===== src/rtl/descriptor_status_updater.sv =====
// Read-modify-write engine that sets the Used/Modified bits of page descriptors.
// Requests are queued in a small FIFO and serviced one at a time under a bus lock.
module descriptor_status_updater #(
  parameter int         DESCR_WIDTH    = 32,
  parameter int         PA_WIDTH       = 32,
  parameter int         DT_HI          = DESCR_WIDTH-1,
  parameter int         DT_LO          = DESCR_WIDTH-2,
  parameter logic [1:0] DT_PAGE        = 2'd1,
  parameter int         M_BIT          = DESCR_WIDTH-7,
  parameter int         U_BIT          = DESCR_WIDTH-8,
  parameter int         FIFO_DEPTH     = 4,
  parameter int         TIMEOUT_CYCLES = 255
) (
  input  logic                   clk_i,
  input  logic                   rst_i,
  input  logic                   upd_valid_i,
  output logic                   upd_ready_o,
  input  logic [PA_WIDTH-1:0]    upd_addr_i,
  input  logic                   upd_set_u_i,
  input  logic                   upd_set_m_i,
  output logic                   done_o,
  output logic [PA_WIDTH-1:0]    done_addr_o,
  output logic [1:0]             done_status_o,
  output logic                   done_wrote_o,
  output logic                   busy_o,
  output logic                   mem_req_o,
  output logic                   mem_we_o,
  output logic                   mem_lock_o,
  output logic [PA_WIDTH-1:0]    mem_addr_o,
  output logic [DESCR_WIDTH-1:0] mem_wdata_o,
  input  logic [DESCR_WIDTH-1:0] mem_rdata_i,
  input  logic                   mem_ack_i,
  input  logic                   mem_err_i
);

  localparam int ENTRY_W = PA_WIDTH + 2;
  localparam int PTR_W   = $clog2(FIFO_DEPTH);
  localparam int CNT_W   = $clog2(FIFO_DEPTH + 1);
  localparam int TO_W    = $clog2(TIMEOUT_CYCLES + 1);
  localparam logic [TO_W-1:0] TO_LAST = TO_W'(TIMEOUT_CYCLES - 1);

  typedef enum logic [2:0] {ST_IDLE, ST_RD, ST_CHECK, ST_WR, ST_RESP} state_t;

  state_t                  state_reg;
  logic [PTR_W-1:0]        wr_ptr_reg, rd_ptr_reg;
  logic [CNT_W-1:0]        count_reg, count_next;
  logic [TO_W-1:0]         to_cnt_reg;
  logic [PA_WIDTH-1:0]     work_addr_reg;
  logic                    work_set_u_reg, work_set_m_reg;
  logic [DESCR_WIDTH-1:0]  rdata_reg;
  logic [DESCR_WIDTH-1:0]  set_mask;
  logic [ENTRY_W-1:0]      fifo_q [FIFO_DEPTH];
  logic [ENTRY_W-1:0]      head_entry;
  logic                    push, pop, fifo_empty, need;
  logic                    fin;
  logic [1:0]              fin_status;
  logic                    fin_wrote;

  assign fifo_empty = (count_reg == '0);
  assign push       = upd_valid_i && upd_ready_o;
  assign pop        = (state_reg == ST_IDLE) && !fifo_empty;
  assign head_entry = fifo_q[rd_ptr_reg];

  for (genvar gi = 0; gi < FIFO_DEPTH; gi++) begin : g_slot
    logic [ENTRY_W-1:0] slot_reg;
    always_ff @(posedge clk_i) begin
      if (push && wr_ptr_reg == PTR_W'(gi))
        slot_reg <= {upd_addr_i, upd_set_u_i, upd_set_m_i};
    end
    assign fifo_q[gi] = slot_reg;
  end

  always_comb begin
    count_next = count_reg;
    if (push && !pop)
      count_next = count_reg + 1'b1;
    else if (!push && pop)
      count_next = count_reg - 1'b1;
  end

  // Ready and busy are registered, so they are computed from next-cycle values.
  always_ff @(posedge clk_i) begin
    if (rst_i) begin
      wr_ptr_reg  <= '0;
      rd_ptr_reg  <= '0;
      count_reg   <= '0;
      upd_ready_o <= 1'b1;
      busy_o      <= 1'b0;
    end else begin
      if (push) wr_ptr_reg <= wr_ptr_reg + 1'b1;
      if (pop)  rd_ptr_reg <= rd_ptr_reg + 1'b1;
      count_reg   <= count_next;
      upd_ready_o <= (count_next != CNT_W'(FIFO_DEPTH));
      busy_o      <= ((state_reg == ST_IDLE) ? !fifo_empty : (state_reg != ST_RESP))
                     || (count_next != '0);
    end
  end

  always_comb begin
    set_mask        = '0;
    set_mask[U_BIT] = work_set_u_reg;
    set_mask[M_BIT] = work_set_m_reg;
  end
  assign need = |(set_mask & ~rdata_reg);

  // Every path into RESP is decided here; err always wins over ack.
  always_comb begin
    fin        = 1'b0;
    fin_status = 2'd0;
    fin_wrote  = 1'b0;
    case (state_reg)
      ST_RD: begin
        if (mem_err_i) begin
          fin = 1'b1; fin_status = 2'd1;
        end else if (!mem_ack_i && to_cnt_reg == TO_LAST) begin
          fin = 1'b1; fin_status = 2'd3;
        end
      end
      ST_CHECK: begin
        if (rdata_reg[DT_HI:DT_LO] != DT_PAGE) begin
          fin = 1'b1; fin_status = 2'd2;
        end else if (!need) begin
          fin = 1'b1; fin_status = 2'd0;
        end
      end
      ST_WR: begin
        fin_wrote = 1'b1;
        if (mem_err_i) begin
          fin = 1'b1; fin_status = 2'd1;
        end else if (mem_ack_i) begin
          fin = 1'b1; fin_status = 2'd0;
        end else if (to_cnt_reg == TO_LAST) begin
          fin = 1'b1; fin_status = 2'd3;
        end
      end
      default: ;
    endcase
  end

  always_ff @(posedge clk_i) begin
    if (rst_i) begin
      state_reg      <= ST_IDLE;
      to_cnt_reg     <= '0;
      work_addr_reg  <= '0;
      work_set_u_reg <= 1'b0;
      work_set_m_reg <= 1'b0;
      rdata_reg      <= '0;
      mem_req_o      <= 1'b0;
      mem_we_o       <= 1'b0;
      mem_lock_o     <= 1'b0;
      mem_addr_o     <= '0;
      mem_wdata_o    <= '0;
      done_o         <= 1'b0;
      done_addr_o    <= '0;
      done_status_o  <= 2'd0;
      done_wrote_o   <= 1'b0;
    end else begin
      done_o <= 1'b0;
      case (state_reg)
        ST_IDLE: begin
          if (!fifo_empty) begin
            work_addr_reg  <= head_entry[ENTRY_W-1:2];
            work_set_u_reg <= head_entry[1];
            work_set_m_reg <= head_entry[0];
            mem_addr_o     <= head_entry[ENTRY_W-1:2];
            mem_req_o      <= 1'b1;
            mem_we_o       <= 1'b0;
            mem_lock_o     <= 1'b1;
            to_cnt_reg     <= '0;
            state_reg      <= ST_RD;
          end
        end
        ST_RD: begin
          if (mem_ack_i) begin
            rdata_reg <= mem_rdata_i;
            mem_req_o <= 1'b0;
            state_reg <= ST_CHECK;
          end else begin
            to_cnt_reg <= to_cnt_reg + 1'b1;
          end
        end
        ST_CHECK: begin
          mem_wdata_o <= rdata_reg | set_mask;
          mem_we_o    <= 1'b1;
          mem_req_o   <= 1'b1;
          to_cnt_reg  <= '0;
          state_reg   <= ST_WR;
        end
        ST_WR: begin
          to_cnt_reg <= to_cnt_reg + 1'b1;
        end
        default: state_reg <= ST_IDLE;
      endcase
      // Completion overrides whatever the state branch scheduled above.
      if (fin) begin
        state_reg     <= ST_RESP;
        mem_req_o     <= 1'b0;
        mem_we_o      <= 1'b0;
        mem_lock_o    <= 1'b0;
        done_o        <= 1'b1;
        done_addr_o   <= work_addr_reg;
        done_status_o <= fin_status;
        done_wrote_o  <= fin_wrote;
      end
    end
  end

endmodule


===== config.mk =====
export PLATFORM = sky130hd
export DESIGN_NAME = descriptor_status_updater
export DESIGN_NICKNAME = d
export VERILOG_FILES = /design/src/rtl/descriptor_status_updater.sv
export SDC_FILE = /design/constraint.sdc
export NUM_CORES = 1
export LEC_CHECK = 0
export ABC_AREA = 1
export ABC_CLOCK_PERIOD_IN_PS = 2250
export BUFFER_PORTS_ARGS = -buffer_cell sky130_fd_sc_hd__buf_2
export CAP_MARGIN = 20
export CORE_MARGIN = 5
export CORE_UTILIZATION = 53
export CTS_BUF_LIST = sky130_fd_sc_hd__clkbuf_8
export CTS_CLUSTER_SIZE = 40
export DETAILED_ROUTE_END_ITERATION = 8
export GPL_TIMING_DRIVEN = 1
export MAX_ROUTING_LAYER = met4
export PLACE_DENSITY = 0.76
export SLEW_MARGIN = 5
export SYNTH_ARGS = -nofsm -noshare
export SYNTH_HDL_FRONTEND = slang
export SYNTH_SLANG_ARGS = --single-unit

===== constraint.sdc =====
create_clock -name clk_i -period 2.25 [get_ports clk_i]
set_input_delay 0.3375 -clock clk_i [delete_from_list [all_inputs] [get_ports clk_i]]
set_output_delay 0.3375 -clock clk_i [all_outputs]
set_load 0.005 [all_outputs]

==> summary.txt, run 1 <==
Outcome
  – Outcome: finished clean

Cells and area
  – # nets final: 1,391
  – Synth-to-Final Area Change: 23.6%
  – Max reg flops: 136
  – Post-Layout Cell Count: 1,618
  – Share of cells above drive strength 1: 21.5%
  – Util after Layout: about two thirds
  – # diodes: 0

Global routing
  – Largest net degree at the start of global routing: 56
  – Vias in the first global route: 8,356
  – GRT Total Usage: 22.6%
  – Initial antenna violation count: 0
  – First-pass GRT wire length: 42,900 um
  – Grt total ovfl: 0

STA
  – TNS Setup: 0 ns
  – Clock skew: 0.0223 ns
  – Period utilization: 84.7%
  – FMAX: 0.525 GHz
  – Slew at the pin closest to its max-slew limit: 0.566 ns
  – Worst Slack Setup Final: 0.345 ns
  – Unrepaired setup endpoints after global routing: no
  – Max Slew Vio Count: 0
  – Relative slew slack: just over 60%
  – Final Setup Violations: 0
  – Tmin final: 1.90 ns
  – Hold Violations, Final: 0

Pwr
  – Combinational share of power: between 20 and 30%
  – Net Switching: 5.35 mW
  – Pwr per Cell Area: 1180 nW/um2
  – Internal Power: 10.6 mW
  – Clk network pwr share: 29.2%
  – Total power: 15.9 mW
  – Peak supply drop: 0.675 mV
  – Reg power frac: 43.7%
  – Leakage: 5.70 nW
  – Sw Share: 33.6%

Yosys
  – Cell taking the most area after synthesis: edfxtp_1
  – Mapped Cells: roughly 1,100
  – Largest cells by area after synthesis: edfxtp_1, dfxtp_1, nor2_1
  – Yosys top cell area share: between 30% and 40%
  – FF+latch count, synth: between 200 and 300
  – Synth cell types: 33
  – Net count after synthesis: 1,178
  – Share of the yosys chip area belonging to registers: 66.2%
  – Mapped Area: 10,900 um2
  – Yosys warning total: 0
  – Syn Area/Cell: 9.95 um2

Floorplanning
  – Die Height: around 150 um
  – Die Wd: 154 um
  – Die area: 23,600 um2
  – IO Count: 176
  – Core area: between 20,000 and 25,000 um2
  – Site Rows: 52
  – Starting Density: 54.0%

Detailed routing
  – DR vias: 8,598
  – Initial DRC Count: 706
  – DRC errors left: 0
  – Detailed Route WL: 26,300 um
  – Routed Antenna Nets: 0
  – Wire length per cell: 16.2 um
  – Initial DRT Pass Iterations: 5
  – Vias per std cell: 5.31

Clocking
  – CTS sink count: 293
  – Clock-pin slew on the worst setup and hold paths: 0.06 ns
  – Clock buffer depth: 3
  – Post-CTS Setup Repair Bufs: 0
  – TritonCTS Buffers: 46
  – Worst skew pair latency: 0.56 ns
  – Cts hold-fix bufs: 38
  – TritonCTS clock tree: done
  – Post-CTS Resized: 0
  – Clock Tree Root: clkbuf_8
  – CTS H-tree lvls: 2

Placed design
  – DP HPWL: 16,300 um
  – Port bufs: 175
  – Place WS: 0.391 ns
  – GPL Wtd Cong: slightly below 0.9
  – Post-Place Cells: 1,495

Worst setup path
  – Worst path depth: 10
  – Crit-path cells: inv_1, ha_1, nand2_1, nand3_2, inv_2, nand3_1, o211ai_1, nand2_1, nor2_1, nor2_1
  – Worst r2r path cells: 10
  – Arr. time, crit path: roughly 2.3 ns
  – Crit path buffers/inverters: 2
  – Worst Setup EP: busy_o
  – Worst Setup Start Kind: flop
  – CP Data Required Time: 2.68 ns
  – Max incr delay on CP: 0.36 ns
  – Crit-path max FO: 18
  – Critical path endpoint category: flop
  – Crit path max-delay family: simple AND/OR/NAND/NOR gates
  – WS Path Type: reg2reg
  – RR Endpoint: busy_o
  – Crit path from: count_reg[0]
  – Reg2Reg Launch Point: count_reg[0]
  – Crit-path slowest cell: dfxtp_1
  – Reg2reg setup slack: 0.35 ns

Flow run
  – Total of max-cap violations: 0

Worst hold path
  – Hold path depth: 3
  – Min-Delay Path Class: in2reg
logic make-up after synthesis:
kind of cell | share of synthesized area [%]
AOI/OAI and AO/OA | 11.0
buffers and inverters | 4.13
xor gates and xnor gates | 0.160
DFF | 66.2
adders and majority gates | 1.03
and+or+nand+nor | 17.5
cells in the mapped netlist, drive strengths merged:
cell    count
o211ai      1
dfxtp     157
xor2        2
a211oi      2
o22ai       2
o21ai     174
edfxtp    136
nand3      44
nor2      292
o221ai      1
a31oi      34
inv        40
nand2      73
clkinv      1
nor3        6
ha          9
nand3b      1
o21a        1
a21oi      12
buf        26
or2         1
clkbuf     45
nand4      38
worst reg2reg max path: stages (launching register included):
cell and delay (ns):
dfxtp_1 0.36, inv_1 0.09, ha_1 0.20, nand2_1 0.13, nand3_2 0.16, inv_2 0.29, nand3_1 0.15, o211ai_1 0.14
nand2_1 0.10, nor2_1 0.12, nor2_1 0.04
layout make-up:
cell class,count,area (um2)
timing repair buffer,236,1530
tap,270,338
fill,1559,6730
clock buffer,56,771
multi-input combinational,693,3280
inverter,41,156
clock inverter,29,208
sequential,293,7230
cell usage in the layout (no fill, tap or decap):
cell type / count
ha_1: 9
clkinv_2: 7
o221ai_1: 1
edfxtp_1: 136
nand3_2: 1
nor2_2: 2
inv_8: 1
dfxtp_2: 2
clkbuf_8: 56
buf_2: 175
o21ai_0: 173
nor3_1: 6
clkinvlp_4: 1
nor2_1: 285
dlygate4sd3_1: 38
xor2_1: 2
a21oi_1: 11
nand2_2: 2
inv_4: 1
inv_2: 7
o21ai_1: 1
bufinv_16: 3
or2_2: 1
buf_4: 15
a211oi_1: 2
clkinv_1: 4
buf_12: 8
nand3_1: 43
nand4_1: 38
o22ai_1: 2
nand3b_1: 1
dfxtp_1: 155
a31oi_1: 34
o21a_1: 1
a21oi_4: 1
nor2_4: 5
o211ai_1: 1
nand2_1: 69
inv_1: 46
nand2_4: 2
worst min path at each step:
stage	from	to
floorplan	upd_set_m_i	g_slot[0].slot_reg[0]
finish	mem_rdata_i[26]	rdata_reg[26]
CTS	upd_addr_i[14]	g_slot[1].slot_reg[16]
global route	mem_rdata_i[26]	rdata_reg[26]
detailed placement	done_status_o[0]	done_status_o[0]
global placement	done_status_o[0]	done_status_o[0]
through the flow:
stage	area [um2]	hold slack [ns]
after CTS	13500	0.000170
after global routing	13500	0.00460
final	13500	0.0208
after global placement	12100	0.447
after floorplan	10900	0.436
after detailed placement	12100	0.450
routing by layer:
layer | part of all wire [%] | vias to the layer above | global-route usage, %
li1 | - | 4203 | -
met1 | 43 | 4023 | 29.4
met2 | 48 | 314 | 36.3
met3 | 7.2 | 58 | 4.53
met4 | 2.4 | 0 | 6.90
met5 | 0 | - | -
power by group through the flow:
stage	Clock, mW	Combinational (mW)	Sequential (mW)
after detailed placement	0	4.26	7.05
after global routing	5.01	4.88	7.04
after CTS	4.73	4.33	6.95
after floorplan	0	2.79	6.95
after global placement	0	4.12	7.03
final	4.64	4.31	6.95
(Power assumes the default switching activity.)
==> run 2, diff against run 1 <==
--- a/config.mk
+++ b/config.mk
@@ -5,8 +5,8 @@
 export SDC_FILE = /design/constraint.sdc
 export NUM_CORES = 1
 export LEC_CHECK = 0
-export ABC_AREA = 1
-export ABC_CLOCK_PERIOD_IN_PS = 2250
+export ABC_AREA = 0
+export ABC_CLOCK_PERIOD_IN_PS = 1530
 export BUFFER_PORTS_ARGS = -buffer_cell sky130_fd_sc_hd__buf_2
 export CAP_MARGIN = 20
 export CORE_MARGIN = 5
==> constraint.sdc (replaced) <==
create_clock -name clk_i -period 1.53 [get_ports clk_i]
set_input_delay 0.2295 -clock clk_i [delete_from_list [all_inputs] [get_ports clk_i]]
set_output_delay 0.2295 -clock clk_i [all_outputs]
set_load 0.005 [all_outputs]
==> summary.txt, run 2 <==
Outcome
  – Outcome: finished, violations left
  – Failing checks: setup timing

Detailed routing
  – Detailed Route WL: approximately 26,000 um
  – Initial DRC Count: 417
  – Vias per std cell: ~5.2
  – Wire length per cell: ~17 um
  – DR vias: 7,742
  – Initial DRT Pass Iterations: 7
  – DRC errors left: 0
  – Routed Antenna Nets: 0

Global routing
  – GR Util met2: 37.4%
  – First-pass GRT wire length: 41,000 um
  – Initial antenna violation count: 0
  – GRT Total Usage: 22.1%
  – Most used routing layer: met2
  – Largest net degree at the start of global routing: 49
  – Grt total ovfl: 0
  – Vias in the first global route: 7,989
  – Met1 Usage GRT: 26.7%
  – Met3 usage: 4.35%

Cells and area
  – Max reg flops: roughly 140
  – # nets final: 1,259
  – Fin area: about 14,000 um2
  – Share of cells above drive strength 1: 32.3%
  – Most frequent cells in the layout: nand2_1, buf_2, dfxtp_1, edfxtp_1, a21oi_1
  – Synth-to-Final Area Change: 32.8%
  – # diodes: 0
  – # fillers: approximately 1,300
  – Util after Layout: 71.1%
  – Commonest non-fill, non-tap cell in the layout: nand2_1

Pwr
  – Pwr per Cell Area: 1660 nW/um2
  – Peak supply drop: 1.11 mV
  – Leakage: 5.54 nW

Yosys
  – Top cells by count, synth: nand2_1, dfxtp_1, edfxtp_1
  – Post-synth EDFFs: between 100 and 150
  – Yosys top cell area share: between 30% and 40%
  – Largest cells by area after synthesis: edfxtp_1, dfxtp_1, mux4_2
  – FF+latch count, synth: 293
  – Ys async rst share: 0%
  – Mapped Area: about 11,000 um2
  – Net count after synthesis: 948
  – Ys flop type: dfxtp_1
  – Synth cell types: 46
  – Share of the yosys chip area belonging to registers: ~67%
  – Cell taking the most area after synthesis: edfxtp_1
  – Mapped Cells: 868
  – Top-count cell post-synth: nand2_1
  – Yosys warning total: 0
  – Syn Area/Cell: 12.4 um2

Placed design
  – DP HPWL: roughly 15,000 um
  – Port bufs: 175
  – Cell Area, Placed: 12,400 um2
  – GPL Wtd Cong: 0.784

Floorplanning
  – Die Wd: 153 um
  – Die Height: 153 um
  – Core area: 20,200 um2
  – IO Count: 176
  – Starting Density: 53.5%
  – Die area: 23,300 um2
  – Site Rows: 52

STA
  – FMAX: about 0.56 GHz
  – Tmin final: ~1.8 ns
  – Relative slew slack: 70.2%
  – Slew at the pin closest to its max-slew limit: 0.447 ns
  – Hold Violations, Final: 0
  – Period utilization: 116%
  – Unrepaired setup endpoints after global routing: yes
  – Worst Slack Setup Final: -0.248 ns
  – Final Setup Violations: 49
  – Clock skew: around 0.025 ns
  – Max Slew Vio Count: 0

Worst setup path
  – Arr. time, crit path: between 2 and 2.5 ns
  – Reg2Reg Launch Point: to_cnt_reg[1]
  – Crit-path max FO: 7
  – CP Data Required Time: 1.97 ns
  – Crit path from: to_cnt_reg[1]
  – Critical path endpoint category: flop
  – WS Path Type: reg2reg
  – Worst Setup Start Kind: flop

Clocking
  – CTS sink count: between 200 and 300
  – TritonCTS Buffers: 46
  – Clock buffer depth: 3
  – Clock-pin slew on the worst setup and hold paths: 0.06 ns
  – CTS H-tree lvls: 2
  – Clock Tree Root: clkbuf_8
  – Worst skew pair latency: between 0.5 and 0.6 ns
  – TritonCTS clock tree: done

Worst hold path
  – Min-Delay Path Class: in2reg
  – Min-Delay Startpoint: upd_valid_i

Flow run
  – Total of max-cap violations: 0
run 2: cell count changes in the layout (fill, tap and decap cells not counted), sizes merged, moves of 36 or more:
| cell | before | now |
|---|---|---|
| nor2 | 292 | 56 |
| a21oi | 12 | 105 |
| o21ai | 174 | 4 |
| nand3 | 44 | 4 |
| nand4 | 38 | 2 |
| buf | 198 | 249 |
| nand2 | 73 | 202 |
run 2: area by class of cell:
cell class	count	area, um2	area share, %
sequential	293	7240	50.5
multi-input combinational	517	3460	24.1
timing repair buffer	316	2340	16.3
clock buffer	52	716	4.99
tap	270	338	2.36
clock inverter	33	221	1.55
inverter	5	18.8	0.131
run 2: path summary, 6_finish.rpt:
path / cells past startpoint / slack (ns) / endpoint
worst min register to register: 2 / 0.44 / mem_wdata_o[14]
worst max register to register: 8 / -0.25 / done_addr_o[15]
worst min-delay path: 4 / 0.12 / wr_ptr_reg[1]
worst max-delay path: 8 / -0.25 / done_addr_o[15]
run 2: logic make-up (layout without fill, tap and decap cells):
kind of cell | Yosys count | count (layout) | synth area share, %
AOI/OAI and AO/OA | 117 | 117 | 6.07
and+or+nand+nor | 310 | 311 | 12.0
buffers and inverters | 59 | 406 | 2.70
DFF | 293 | 293 | 66.9
adders and majority gates | 11 | 11 | 1.23
muxes | 67 | 67 | 10.2
xor gates and xnor gates | 11 | 11 | 0.892
run 2: worst max-delay path, cell delays in order (launching register included):
cell and delay (ns):
dfxtp_1 0.35, ha_2 0.17, and4b_1 0.23, a21oi_2 0.09, o32ai_4 0.21, buf_6 0.19
buf_16 0.14, mux2i_4 0.24, nor2_2 0.05
run 2: repair_timing:
action,in CTS,in global routing
hold endpoints to repair,168,0
hold buffers,66,0
gates resized for setup,17,29
endpoints found under the setup margin,54,70
pin swaps,5,14
gates cloned,1,2
setup buffers,7,2
run 2: where the power goes:
| group | switching, mW | total, mW | internal (mW) | leakage (nW) |
|---|---|---|---|---|
| Sequential | 0.691 | 10.1 | 9.37 | 2.53 |
| Clock | 2.95 | 6.58 | 3.64 | 0.541 |
| Combinational | 3.76 | 7.20 | 3.43 | 2.48 |
| Total | 7.40 | 23.8 | 16.4 | 5.54 |
run 2: stage by stage:
step,setup TNS (ns),total power [mW],instances,setup slack [ns],hold slack [ns]
after floorplan,-0.224,14.0,868,-0.0921,0.328
after global placement,-2.95,16.2,1324,-0.113,0.435
after detailed placement,-5.50,16.4,1324,-0.197,0.443
after CTS,-5.27,23.6,1483,-0.182,0.0841
after global routing,-11.51,25.2,1486,-0.319,0.107
final,-6.54,23.8,1486,-0.248,0.117
run 2: layer usage:
metal	routed length, um	part of all wire [%]
met2	13000	51
met4	595	2.3
met5	0	0
met3	1590	6.2
met1	10500	41
